[config.mk]
export PLATFORM = sky130hd
export DESIGN_NAME = time_entry_ctrl_flat
export DESIGN_NICKNAME = d
export VERILOG_FILES = /design/src/rtl/time_entry_ctrl_if.sv /design/src/rtl/time_entry_ctrl.sv /design/src/flat_wrapper.sv
export SDC_FILE = /design/constraint.sdc
export NUM_CORES = 1
export LEC_CHECK = 0
export ABC_AREA = 1
export CORE_MARGIN = 8
export CORE_UTILIZATION = 60
export CTS_CLUSTER_SIZE = 20
export DETAILED_ROUTE_END_ITERATION = 8
export PLACE_DENSITY = 0.89
export SYNTH_ARGS = -nofsm -noshare
export SYNTH_HDL_FRONTEND = slang
export SYNTH_SLANG_ARGS = --single-unit
[constraint.sdc]
create_clock -name clk -period 3.29 [get_ports clk]
set_clock_uncertainty 0.15 [all_clocks]
set_input_delay 0.658 -clock clk [delete_from_list [all_inputs] [get_ports clk]]
set_output_delay 0.658 -clock clk [all_outputs]
set_load 0.01 [all_outputs]
[src/rtl/time_entry_ctrl_if.sv]
// Overwrite bus between the time-entry front end (master) and the digital clock (slave):
// the running time flows in, the committed time and its one-cycle load strobe flow out.
interface time_entry_ctrl_if;
    logic [16:0] cur_time;
    logic [16:0] time_in;
    logic        time_ow;

    modport master (input cur_time, output time_in, output time_ow);
    modport slave  (output cur_time, input time_in, input time_ow);
endinterface

[src/rtl/time_entry_ctrl.sv]
// Digit-by-digit time entry for the digital clock: capture, BCD edit, validate, overwrite.
// Optional cursor blink is built only when TIME_ENTRY_BLINK_EN is defined.
module time_entry_ctrl #(
    parameter int TIMEOUT_CYCLES = 10000,
    parameter int BLINK_CYCLES   = 250
) (
    input  logic                clk,
    input  logic                time_reset_n,
    input  logic                entry_start,
    input  logic                digit_inc,
    input  logic                digit_dec,
    input  logic                digit_next,
    input  logic                entry_cancel,
    time_entry_ctrl_if.master   bus,
    output logic                edit_active,
    output logic [2:0]          cursor,
    output logic [3:0]          ed_hr_10s,
    output logic [3:0]          ed_hr_1s,
    output logic [3:0]          ed_min_10s,
    output logic [3:0]          ed_min_1s,
    output logic [3:0]          ed_sec_10s,
    output logic [3:0]          ed_sec_1s,
    output logic                entry_timeout,
    output logic                cursor_blank
);
    typedef enum logic [1:0] {IDLE, LOAD, EDIT, COMMIT} state_t;

    localparam int TO_W = $clog2(TIMEOUT_CYCLES + 1);
    // Timeout fires on the edge where the counter would reach TIMEOUT_CYCLES-1.
    localparam logic [TO_W-1:0] TO_LAST = TO_W'(TIMEOUT_CYCLES - 2);

    state_t          state_reg;
    logic [4:0]      btn_prev_reg;
    logic [4:0]      btn;
    logic [4:0]      btn_edge;
    logic [3:0]      digit_reg  [0:5];
    logic [3:0]      digit_max  [0:5];
    logic [3:0]      digit_step [0:5];
    logic [3:0]      load_digit [0:5];
    logic [2:0]      cursor_reg;
    logic [TO_W-1:0] timeout_cnt_reg;
    logic [16:0]     time_in_reg;
    logic            time_ow_reg;
    logic            edit_active_reg;
    logic            entry_timeout_reg;
    logic            start_edge, inc_edge, dec_edge, next_edge, cancel_edge;
    logic            step_edge, accept_edge;
    logic [4:0]      hour_v;
    logic [5:0]      min_v, sec_v;
    logic [7:0]      hr_bcd, min_bcd, sec_bcd;

    function automatic logic [3:0] step_digit(input logic [3:0] v, input logic [3:0] vmax,
                                              input logic up);
        if (up)
            return (v >= vmax) ? 4'd0 : v + 4'd1;
        return (v == 4'd0) ? vmax : v - 4'd1;
    endfunction

    function automatic logic [7:0] to_bcd(input logic [5:0] v);
        return {4'(v / 6'd10), 4'(v % 6'd10)};
    endfunction

    function automatic logic [5:0] to_bin(input logic [3:0] tens, input logic [3:0] ones);
        return 6'(tens) * 6'd10 + 6'(ones);
    endfunction

    assign btn         = {entry_cancel, digit_next, digit_dec, digit_inc, entry_start};
    assign btn_edge    = btn & ~btn_prev_reg;
    assign start_edge  = btn_edge[0];
    assign inc_edge    = btn_edge[1];
    assign dec_edge    = btn_edge[2];
    assign next_edge   = btn_edge[3];
    assign cancel_edge = btn_edge[4];
    // Simultaneous inc and dec cancel each other out and do not count as activity.
    assign step_edge   = inc_edge ^ dec_edge;
    assign accept_edge = cancel_edge | next_edge | step_edge;

    always_comb begin
        hour_v  = (bus.cur_time[16:12] > 5'd23) ? 5'd0 : bus.cur_time[16:12];
        min_v   = (bus.cur_time[11:6]  > 6'd59) ? 6'd0 : bus.cur_time[11:6];
        sec_v   = (bus.cur_time[5:0]   > 6'd59) ? 6'd0 : bus.cur_time[5:0];
        hr_bcd  = to_bcd({1'b0, hour_v});
        min_bcd = to_bcd(min_v);
        sec_bcd = to_bcd(sec_v);
        load_digit[0] = hr_bcd[7:4];
        load_digit[1] = hr_bcd[3:0];
        load_digit[2] = min_bcd[7:4];
        load_digit[3] = min_bcd[3:0];
        load_digit[4] = sec_bcd[7:4];
        load_digit[5] = sec_bcd[3:0];
    end

    always_comb begin
        digit_max[0] = 4'd2;
        digit_max[1] = (digit_reg[0] == 4'd2) ? 4'd3 : 4'd9;
        digit_max[2] = 4'd5;
        digit_max[3] = 4'd9;
        digit_max[4] = 4'd5;
        digit_max[5] = 4'd9;
    end

    genvar gi;
    generate
        for (gi = 0; gi < 6; gi++) begin : g_step
            assign digit_step[gi] = step_digit(digit_reg[gi], digit_max[gi], inc_edge);
        end
    endgenerate

    always_ff @(posedge clk) begin
        if (!time_reset_n) begin
            state_reg         <= IDLE;
            btn_prev_reg      <= 5'b11111;
            cursor_reg        <= 3'd0;
            timeout_cnt_reg   <= '0;
            time_in_reg       <= 17'd0;
            time_ow_reg       <= 1'b0;
            edit_active_reg   <= 1'b0;
            entry_timeout_reg <= 1'b0;
            for (int i = 0; i < 6; i++)
                digit_reg[i] <= 4'd0;
        end else begin
            btn_prev_reg      <= btn;
            time_ow_reg       <= 1'b0;
            entry_timeout_reg <= 1'b0;
            case (state_reg)
                IDLE: begin
                    if (start_edge) begin
                        state_reg       <= LOAD;
                        edit_active_reg <= 1'b1;
                    end
                end
                LOAD: begin
                    for (int i = 0; i < 6; i++)
                        digit_reg[i] <= load_digit[i];
                    cursor_reg      <= 3'd0;
                    timeout_cnt_reg <= '0;
                    state_reg       <= EDIT;
                end
                EDIT: begin
                    if (accept_edge)
                        timeout_cnt_reg <= '0;
                    else if (timeout_cnt_reg != TO_LAST)
                        timeout_cnt_reg <= timeout_cnt_reg + 1'b1;

                    if (cancel_edge) begin
                        state_reg       <= IDLE;
                        edit_active_reg <= 1'b0;
                    end else if (next_edge) begin
                        if (cursor_reg == 3'd5) begin
                            state_reg       <= COMMIT;
                            edit_active_reg <= 1'b0;
                            time_ow_reg     <= 1'b1;
                            time_in_reg     <= {5'(to_bin(digit_reg[0], digit_reg[1])),
                                                to_bin(digit_reg[2], digit_reg[3]),
                                                to_bin(digit_reg[4], digit_reg[5])};
                        end else begin
                            cursor_reg <= cursor_reg + 3'd1;
                        end
                    end else if (step_edge) begin
                        digit_reg[cursor_reg] <= digit_step[cursor_reg];
                        // Moving the tens-of-hours to 2 must not leave an hour above 23.
                        if (cursor_reg == 3'd0 && digit_step[0] == 4'd2 && digit_reg[1] > 4'd3)
                            digit_reg[1] <= 4'd3;
                    end else if (timeout_cnt_reg == TO_LAST) begin
                        state_reg         <= IDLE;
                        edit_active_reg   <= 1'b0;
                        entry_timeout_reg <= 1'b1;
                    end
                end
                COMMIT: state_reg <= IDLE;
                default: state_reg <= IDLE;
            endcase
        end
    end

`ifdef TIME_ENTRY_BLINK_EN
    localparam int BL_W = $clog2(BLINK_CYCLES + 1);
    localparam logic [BL_W-1:0] BL_LAST = BL_W'(BLINK_CYCLES - 1);

    logic [BL_W-1:0] blink_cnt_reg;
    logic            blank_reg;

    always_ff @(posedge clk) begin
        if (!time_reset_n) begin
            blink_cnt_reg <= '0;
            blank_reg     <= 1'b0;
        end else if (state_reg != EDIT || accept_edge) begin
            blink_cnt_reg <= '0;
            blank_reg     <= 1'b0;
        end else if (blink_cnt_reg == BL_LAST) begin
            blink_cnt_reg <= '0;
            blank_reg     <= ~blank_reg;
        end else begin
            blink_cnt_reg <= blink_cnt_reg + 1'b1;
        end
    end

    // Gate with edit_active so the blank is dropped the moment the entry ends.
    assign cursor_blank = blank_reg & edit_active_reg;
`else
    // Always 0 for any legal BLINK_CYCLES; the reference keeps the parameter in use.
    assign cursor_blank = (BLINK_CYCLES < 0);
`endif

    assign bus.time_in   = time_in_reg;
    assign bus.time_ow   = time_ow_reg;
    assign edit_active   = edit_active_reg;
    assign cursor        = cursor_reg;
    assign entry_timeout = entry_timeout_reg;
    assign ed_hr_10s     = digit_reg[0];
    assign ed_hr_1s      = digit_reg[1];
    assign ed_min_10s    = digit_reg[2];
    assign ed_min_1s     = digit_reg[3];
    assign ed_sec_10s    = digit_reg[4];
    assign ed_sec_1s     = digit_reg[5];
endmodule

[src/flat_wrapper.sv]
// flat-port wrapper written by rule: the top's interface ports become plain ports
module time_entry_ctrl_flat 
#(
    parameter int TIMEOUT_CYCLES = 10000,
    parameter int BLINK_CYCLES   = 250
)
  (clk, time_reset_n, entry_start, digit_inc, digit_dec, digit_next, entry_cancel, edit_active, cursor, ed_hr_10s, ed_hr_1s, ed_min_10s, ed_min_1s, ed_sec_10s, ed_sec_1s, entry_timeout, cursor_blank, bus_cur_time, bus_time_in, bus_time_ow);
  time_entry_ctrl_if bus_i ();
  input  logic clk;
  input  logic time_reset_n;
  input  logic entry_start;
  input  logic digit_inc;
  input  logic digit_dec;
  input  logic digit_next;
  input  logic entry_cancel;
  output logic edit_active;
  output logic [2:0] cursor;
  output logic [3:0] ed_hr_10s;
  output logic [3:0] ed_hr_1s;
  output logic [3:0] ed_min_10s;
  output logic [3:0] ed_min_1s;
  output logic [3:0] ed_sec_10s;
  output logic [3:0] ed_sec_1s;
  output logic entry_timeout;
  output logic cursor_blank;
  input wire logic [$bits(bus_i.cur_time)-1:0] bus_cur_time;
  output wire logic [$bits(bus_i.time_in)-1:0] bus_time_in;
  output wire logic [$bits(bus_i.time_ow)-1:0] bus_time_ow;
  assign bus_i.cur_time = bus_cur_time;
  assign bus_time_in = bus_i.time_in;
  assign bus_time_ow = bus_i.time_ow;
  time_entry_ctrl #(.TIMEOUT_CYCLES(TIMEOUT_CYCLES), .BLINK_CYCLES(BLINK_CYCLES)) u_core (.clk(clk), .time_reset_n(time_reset_n), .entry_start(entry_start), .digit_inc(digit_inc), .digit_dec(digit_dec), .digit_next(digit_next), .entry_cancel(entry_cancel), .bus(bus_i), .edit_active(edit_active), .cursor(cursor), .ed_hr_10s(ed_hr_10s), .ed_hr_1s(ed_hr_1s), .ed_min_10s(ed_min_10s), .ed_min_1s(ed_min_1s), .ed_sec_10s(ed_sec_10s), .ed_sec_1s(ed_sec_1s), .entry_timeout(entry_timeout), .cursor_blank(cursor_blank));
endmodule
==> out/results.ini, run 1 <==
[run_status]
outcome = finished clean

[drt]
first_iter_violations = 439
drc = 0
routed_wl_um = 14700
antenna_left = 0
vias_per_cell = 5.59
drt_pass1_iterations = 7
via_count = 5714
wl_per_cell_um = 14.3

[grt]
use_met2 = 0.396
busiest_layer = met2
use_met3 = 0.0438
grt_max_degree = 31
globalRouteOverflowTotal = 0
antenna_found_initial = 0
met1_usage = 0.266
grt_util_all_layers = 0.228
grt_pass1_wl_um = 24700
grt_pass1_vias = 5540

[die]
fp.dieArea_um2 = 13000
ios = 72
rows = 35
fp.dieW_um = 114
chipHeight_um = 114
core_area_um2 = 9280
initial_core_util = 0.621

[setup_path]
crit_path_start = bus_cur_time[3]
crit_required_ns = 3.24
end_kind = flop
slowest_stage = clkdlybuf4s50_1
crit_arrival_ns = 2.83
reg2reg_from = u_core.digit_reg[0][0]$_DFFE_PP_
slowest_delay_ns = 0.49
critical_path_class = input pin to flop
critPathLaunchType = input pin
path_common_cell = nand2_1
path_max_fanout = 5
rrSetupSlack_ns = 0.65
crit_path_cell_trace = clkdlybuf4s50_1, nand2_2, inv_2, nand2_2, inv_1, nor2_1, ha_1, nand3_4, nand2_4, nand2_1, and2_1, ha_1, inv_1, nand2_1, nand2_1, nand2_1, nand3_1, nand2_1

[finish]
layout_commonest_cell = nand2_1
areaGrowthSynthToFinish_pct = 17.8
final_cell_mix = 187 x nand2_1, 100 x inv_1, 90 x nand3_1, 71 x nor2_1, 70 x clkdlybuf4s50_1
fill_cells = 746
fin_nets = 967
largest_register_ffs = 24
drive_gt1_frac = 0.112
n_antenna_cell = 0
fin_area_um2 = 6790

[cts]
clkTransAtPathRegs_ns = 0.09
root_buffer = clkbuf_8
postCtsHoldBufs = 0
postCtsSetupRepairBufs = 0
clk_latency_ns = 0.36
clk_path_buf_depth = 2
cts_resized = 0
cts_tree = yes
htree_num_levels = 3
cts_buffers = 9
cts.sinks = 68

[placed_design]
place.gp.congestion = 0.877
dp_slack_ns = 0.0742
io_buffers = 70
place_area_um2 = 6580
dpl.hpwl_um = 11600

[synthesis]
ys_seq_elements = 68
yosysWarningCount = 0
synth.cell_area_um2 = 5770
synth_fp_nets = 896
ys_seq_area_frac = 0.278
synth-edff-count = 24
synth_cell_types = 54
avgSynthCellArea_um2 = 7.06
synth_flop_cell = dfxtp_1
async_flop_share = 0
syn_inst = 817

[power_and_ir_drop]
power.leakage_nw = 3.11
ir_worst_vdd_uv = 227
power.density_nw_per_um2 = 563

[timing]
worstMarginPinSlew_ns = 0.570
rsz0062_at_grt = no
final.min_clock_period_ns = 2.87
setup_viol = 0
setup_slack_ns = 0.415
final.setup.tns_ns = 0
clock.fmax_mhz = 348
maxSlewHeadroom = 0.620
final-hold-violation-count = 0
min_period_over_period = 0.874
slew_violations = 0

[worst_hold_path]
min_path_type = flop to flop
hold_start = u_core.timeout_cnt_reg[6]$_SDFFE_PN0P_

[run]
drv_cap = 0

## critical path, delay by kind of cell
| kind | cells | cell delay (ns) |
|---|---|---|
| adder cells (fa/ha/maj) | 2 | 0.42 |
| buffers and inverters | 4 | 0.64 |
| AND/OR/NAND/NOR | 12 | 1.12 |
## cell families after synthesis
group,Yosys count,synth area share
simple gates,421,0.347
buf+inv,135,0.0942
compound gates,117,0.126
flops,68,0.278
fa+ha+maj,55,0.123
xor+xnor,20,0.0317
other cells,1,0.000650
## path summary, 6_finish.rpt
path	endpoint	depth (start not counted)
worst max-delay path	u_core.digit_reg[5][3]$_DFFE_PP_	18
worst min-delay path	u_core.timeout_cnt_reg[6]$_SDFFE_PN0P_	2
worst max register to register	u_core.digit_reg[1][3]$_DFFE_PP_	13
worst min register to register	u_core.timeout_cnt_reg[6]$_SDFFE_PN0P_	2
## power by group
group	internal [mW]	leakage [nW]	switching (mW)	total, mW
Combinational	0.741	2.39	1.15	1.89
Sequential	1.01	0.611	0.203	1.22
Clock	0.369	0.106	0.347	0.716
## layout make-up
class / instances / area, um2 / share of cell area
clock buffers: 11 / 174 / 0.0256
well taps: 129 / 161 / 0.0238
multi-input cells: 614 / 3620 / 0.533
inverters: 119 / 447 / 0.0658
flip-flops and latches: 68 / 1600 / 0.236
repair buffers: 76 / 746 / 0.110
clock inverters: 5 / 38.8 / 0.00571
## synthesized netlist by cell type (all sizes together) (5+ instances only)
library cell	instances	area (um2)
a21oi	34	193
o21bai	5	60.1
o21ai	53	269
edfxtp	24	721
nor3	7	51.3
nor2	93	453
xnor2	7	68.8
nand2	204	818
a211oi	5	42.5
buf	13	85.1
inv	117	439
nand4	13	87.6
nand3	97	536
xor2	13	114
dfxtp	44	881
ha	52	651
o211ai	9	67.6
## routing by layer
layer | vias up | wire, um
li1 | 2825 | -
met1 | 2630 | 6110
met2 | 221 | 7190
met3 | 38 | 985
met4 | 0 | 369
met5 | - | 0
## stage by stage
| stage | std cells | hold WS, ns | utilization | total power [mW] |
|---|---|---|---|---|
| floorplan | 817 | 0.310 | - | 2.49 |
| global placement | 1006 | 0.327 | 0.708 | 3.00 |
| detailed placement | 1006 | 0.331 | 0.708 | 3.08 |
| CTS | 1022 | 0.344 | 0.731 | 3.81 |
| global route | 1022 | 0.376 | 0.731 | 4.10 |
| finish | 1022 | 0.354 | 0.731 | 3.82 |
Power figures use the tool's default switching activity.
==> run 2, diff against run 1 <==
Settings changed: CORE_UTILIZATION 60 to 56, PLACE_DENSITY 0.89 to 0.82.
==> run 2 against run 1 <==
Net effect: via count decreased by 4.3%; setup slack improved by 0.067 ns; sequential share of layout area about the same; register-to-register slack about the same; die area increased by 6.1%; cell area about the same; fmax increased by 2.4%; sequential power about the same.
==> out/results.ini, run 2 (synthesized netlist as in run 1, its figures left out) <==
[timing]
final.setup.tns_ns = 0
worstMarginPinSlew_ns = 0.568
rsz0062_at_grt = no
final-hold-violation-count = 0
final.min_clock_period_ns = 2.81
clock.fmax_mhz = 356
whs_ns = 0.343
slew_violations = 0
min_period_over_period = 0.853
maxSlewHeadroom = 0.621
setup_viol = 0
setup_slack_ns = 0.482

[setup_path]
path_common_cell = nand2_1
critical_path_class = input pin to flop
crit_family = simple AND/OR/NAND/NOR gates
rrSetupSlack_ns = 0.66
critPathBufInv = 4
crit_path_cell_trace = clkdlybuf4s50_1, nand2_2, inv_2, nand2_2, inv_1, nor2_1, ha_1, nand3_4, nand2_4, nand2_1, and2_1, ha_1, inv_1, nand2_1, nand2_1, nand2_1, nand3_1, nand2_1
path_max_fanout = 5
reg2reg_from = u_core.digit_reg[0][0]$_DFFE_PP_
reg2regPathDepth = 13
r2r_end = u_core.digit_reg[4][3]$_SDFFCE_PN0P_
crit_required_ns = 3.25
slowest_stage = clkdlybuf4s50_1
end_kind = flop
crit_arrival_ns = 2.77
slowest_delay_ns = 0.48
critPathLaunchType = input pin

[cts]
clk_path_buf_depth = 2
clkTransAtPathRegs_ns = 0.08
cts_resized = 0
postCtsHoldBufs = 0
root_buffer = clkbuf_8
cts_tree = yes
cts.sinks = 68
cts_buffers = 9
postCtsSetupRepairBufs = 0
htree_num_levels = 3
clk_latency_ns = 0.36

[grt]
grt_pass1_wl_um = 22800
grt_pass1_vias = 5076
grt_util_all_layers = 0.193
grt_max_degree = 31
globalRouteOverflowTotal = 0
antenna_found_initial = 0

[finish]
drive_gt1_frac = 0.111
areaGrowthSynthToFinish_pct = 17.8
n_antenna_cell = 0
layout_commonest_cell = nand2_1
stdcell_count = 1029
largest_register_ffs = 24
fin_area_um2 = 6790
final_cell_mix = 187 x nand2_1, 100 x inv_1, 90 x nand3_1, 71 x nor2_1, 70 x clkdlybuf4s50_1
fin_nets = 967

[drt]
wl_per_cell_um = 13.2
vias_per_cell = 5.31
drc = 0
via_count = 5467
routed_wl_um = 13600
antenna_left = 0
drt_pass1_iterations = 5
first_iter_violations = 475

[placed_design]
dpl.hpwl_um = 10700
placed_cells = 1013
place.gp.congestion = 0.854
dp_slack_ns = 0.104
place_area_um2 = 6590
io_buffers = 70

[worst_hold_path]
worstHoldPathCells = 2
min_path_type = flop to flop
hold_start = u_core.timeout_cnt_reg[6]$_SDFFE_PN0P_
holdPathEnd = u_core.timeout_cnt_reg[6]$_SDFFE_PN0P_

[die]
fp.dieArea_um2 = 13800
core_area_um2 = 10100
ios = 72
initial_core_util = 0.569
fp.dieW_um = 117
chipHeight_um = 117
rows = 37

[power_and_ir_drop]
ir_worst_vdd_uv = 276
power.leakage_nw = 3.10
power.density_nw_per_um2 = 559

[run_status]
outcome = finished clean

[run]
drv_cap = 0

run 2: changes by cell type in the layout (fill, tap and decap cells not counted), sizes merged:
cell	change
bufinv	+1
clkbuf	-1
clkinv	-1
clkinvlp	+1
run 2: worst reg2reg max path: cells and delay by family, from the launching register on:
kind	cells	cell delay, ns
and+or+nand+nor	6	0.66
DFF	1	0.53
adders and majority gates	2	0.46
buffers and inverters	2	0.21
AOI/OAI and AO/OA	3	0.49
run 2: report_power, final:
part / internal (mW) / leakage (nW) / switching [mW]
logic: 0.740 / 2.39 / 1.12
registers: 1.02 / 0.611 / 0.204
clock network: 0.392 / 0.101 / 0.324
total: 2.15 / 3.10 / 1.65
run 2: worst max path at each step:
stage                               start                          endpoint  slack, ns  cells after the start
after floorplan           bus_cur_time[3]  u_core.digit_reg[5][3]$_DFFE_PP_       0.79                     17
after global placement    bus_cur_time[3]  u_core.digit_reg[5][3]$_DFFE_PP_       0.19                     18
after detailed placement  bus_cur_time[3]  u_core.digit_reg[5][3]$_DFFE_PP_       0.10                     18
after CTS                 bus_cur_time[3]  u_core.digit_reg[5][3]$_DFFE_PP_       0.47                     18
after global routing      bus_cur_time[3]  u_core.digit_reg[5][3]$_DFFE_PP_       0.27                     18
final                     bus_cur_time[3]  u_core.digit_reg[5][3]$_DFFE_PP_       0.48                     18
run 2: area by class of cell:
type                    instances  area, um2
multi-input cells             614       3620
fillers                       874       3340
flip-flops and latches         68       1600
repair buffers                 76        746
inverters                     119        447
well taps                     136        170
clock buffers                  10        149
clock inverters                 6       60.1
run 2: through the flow:
stage / power [mW] / util
global route: 4.07 / 0.670
CTS: 3.79 / 0.670
global placement: 3.01 / 0.650
detailed placement: 3.06 / 0.650
floorplan: 2.49 / -
finish: 3.80 / 0.670
run 2: routing by layer:
metal | routed length, um | track usage | vias to the layer above
met4 | 218 | 0.0673 | 0
li1 | - | - | 2824
met3 | 732 | 0.0393 | 19
met5 | 0 | 0 | -
met2 | 6400 | 0.319 | 154
met1 | 6240 | 0.243 | 2470
==> run 3, diff against run 2 <==
Settings changed: ABC_AREA 1 to unset.
==> run 3 against run 2 <==
Net effect: hold slack lost 0.038 ns; die area fell by 0.42%; non-clock buffer count grew 38; critical path type is now flop to flop; largest cell class unchanged.
==> out/results.ini, run 3 <==
[cts]
cts.sinks = 68
clk_latency_ns = 0.36
cts_tree = yes
clk_path_buf_depth = 2
clkTransAtPathRegs_ns = 0.07
htree_num_levels = 3
cts_buffers = 9
root_buffer = clkbuf_8

[die]
initial_core_util = 0.566
chipHeight_um = 117
rows = 37
core_area_um2 = 10100
ios = 72
fp.dieArea_um2 = 13700
fp.dieW_um = 117

[timing]
setup_slack_ns = 0.0749
min_period_over_period = 0.977
setup_viol = 0
final.min_clock_period_ns = 3.22
clock.fmax_mhz = 311
final-hold-violation-count = 0
whs_ns = 0.304
worstMarginPinSlew_ns = 0.660
maxSlewHeadroom = 0.558
slew_violations = 0

[setup_path]
critPathLaunchType = flop
path_max_fanout = 4
crit_path_cell_trace = inv_1, ha_1, or3b_2, ha_1, a211o_1, a21o_1, o21a_1, o211ai_1, nand2_1, a32oi_1
end_kind = flop
path_common_cell = ha_1
crit_family = compound AO/OA/AOI/OAI gates
rrSetupSlack_ns = 0.07
crit_required_ns = 3.34
critical_path_class = flop to flop
critPathBufInv = 1
crit_arrival_ns = 3.26
slowest_delay_ns = 0.52
slowest_stage = or3b_2

[grt]
globalRouteOverflowTotal = 0
grt_pass1_wl_um = 25600
antenna_found_initial = 0
grt_pass1_vias = 5373
grt_max_degree = 30
grt_util_all_layers = 0.232

[placed_design]
place.gp.congestion = 0.925
placed_cells = 917
dpl.hpwl_um = 11900
io_buffers = 70
place_area_um2 = 6770
dp_slack_ns = -0.411

[synthesis]
ys_seq_elements = 68
syn_inst = 702
synth.cell_area_um2 = 5740
synth-edff-count = 24
async_flop_share = 0
synth_top_area_share = 0.154
synthTopCellsByArea = dfxtp_1 15%, edfxtp_1 13%, ha_1 11%
synth_cell_types = 78
yosysMostFrequentCell = nand2_1
synth_fp_nets = 781
avgSynthCellArea_um2 = 8.17
ys_top_cells_by_count = 64 x nand2_1, 55 x nor2_1, 52 x ha_1
yosysWarningCount = 0
ys_seq_area_frac = 0.279
synth_flop_cell = dfxtp_1
yosysTopAreaCell = dfxtp_1

[finish]
largest_register_ffs = 24
areaGrowthSynthToFinish_pct = 21.8
fin_area_um2 = 6990
final_cell_mix = 67 x clkdlybuf4s50_1, 64 x nand2_1, 55 x nor2_1, 52 x ha_1, 49 x inv_1
final_core_util = 0.689
fin_nets = 872
layout_commonest_cell = clkdlybuf4s50_1
n_antenna_cell = 0
stdcell_count = 934
drive_gt1_frac = 0.0990

[drt]
antenna_left = 0
drc = 0
routed_wl_um = 15400
wl_per_cell_um = 16.5
vias_per_cell = 5.97
drt_pass1_iterations = 5
via_count = 5572
first_iter_violations = 515

[run]
drv_cap = 0

[power_and_ir_drop]
clkPwrFrac = 0.195
p_comb_frac = 0.449
sw_frac_of_total = 0.390
power.switching_mw = 1.24
seqPwrFrac = 0.356
power.leakage_nw = 2.75
p_int_mw = 1.94
ir_worst_vdd_uv = 231
power.density_nw_per_um2 = 456

[run_status]
outcome = finished clean

[worst_hold_path]
min_path_type = flop to flop

==> run 3: cell types whose count changed in the layout (fill, tap and decap cells not counted), sizes merged, moves of 14 or more <==
| cell | change |
|---|---|
| o21ai | -18 |
| nand2 | -139 |
| nor3 | +14 |
| inv | -69 |
| nand3 | -72 |
| nand2b | +19 |
| nor2b | +18 |
| buf | +38 |
| nor2 | -38 |
| xnor2 | +15 |
==> run 3: tightest hold or removal path, cell delays in order (launching register included) <==
cell and delay [ns]:
dfxtp_1 0.31, nand2_1 0.05, a21oi_1 0.05
==> run 3: routing by layer <==
metal | GRT usage | up-vias | wire length [um]
li1 | - | 2740 | -
met1 | 0.289 | 2583 | 6660
met2 | 0.385 | 214 | 7200
met3 | 0.0421 | 35 | 1130
met4 | 0.101 | 0 | 444
met5 | 0 | - | 0
==> run 3: cell families after synthesis <==
group           share of synthesized area
compound gates                      0.224
xor+xnor                           0.0534
fa+ha+maj                           0.126
buf+inv                            0.0628
flops                               0.279
mux                                0.0129
other cells                      0.000654
simple gates                        0.241
==> run 3: path summary, 6_finish.rpt <==
| check | startpoint | endpoint | depth (start not counted) |
|---|---|---|---|
| worst max-delay path | u_core.digit_reg[0][0]$_DFFE_PP_ | u_core.digit_reg[1][1]$_DFFE_PP_ | 10 |
| worst min-delay path | u_core.bus.time_in[4]$_SDFFE_PN0P_ | u_core.bus.time_in[4]$_SDFFE_PN0P_ | 2 |
| worst max register to register | u_core.digit_reg[0][0]$_DFFE_PP_ | u_core.digit_reg[1][1]$_DFFE_PP_ | 10 |
| worst min register to register | u_core.bus.time_in[4]$_SDFFE_PN0P_ | u_core.bus.time_in[4]$_SDFFE_PN0P_ | 2 |
==> run 3: power groups by stage <==
stage	Sequential [mW]	Combinational (mW)	Clock, mW
detailed placement	1.15	1.39	0
global placement	1.14	1.34	0
floorplan	1.12	0.925	0
finish	1.13	1.43	0.622
global route	1.15	1.58	0.670
CTS	1.13	1.41	0.629
==> run 3: stage by stage <==
step,setup TNS [ns],power (mW)
after floorplan,0,2.05
after CTS,0,3.17
after global placement,-0.894,2.48
after global routing,-0.00419,3.39
final,0,3.19
after detailed placement,-1.54,2.53
==> run 3: cell type report <==
class                           instances  area (um2)
Multi-Input combinational cell        551        3800
Fill cell                             781        3150
Sequential cell                        68        1600
Timing Repair Buffer                  114        1050
Inverter                               49         184
Tap cell                              136         170
Clock buffer                           10         138
Clock inverter                          6        40.0
==> run 3: timing repair <==
item,in CTS,in global routing
hold endpoints to repair,0,0
setup buffers,0,1
resized for setup,4,6
pin swaps,0,2
hold buffers,0,0
endpoints found under the setup margin,1,6
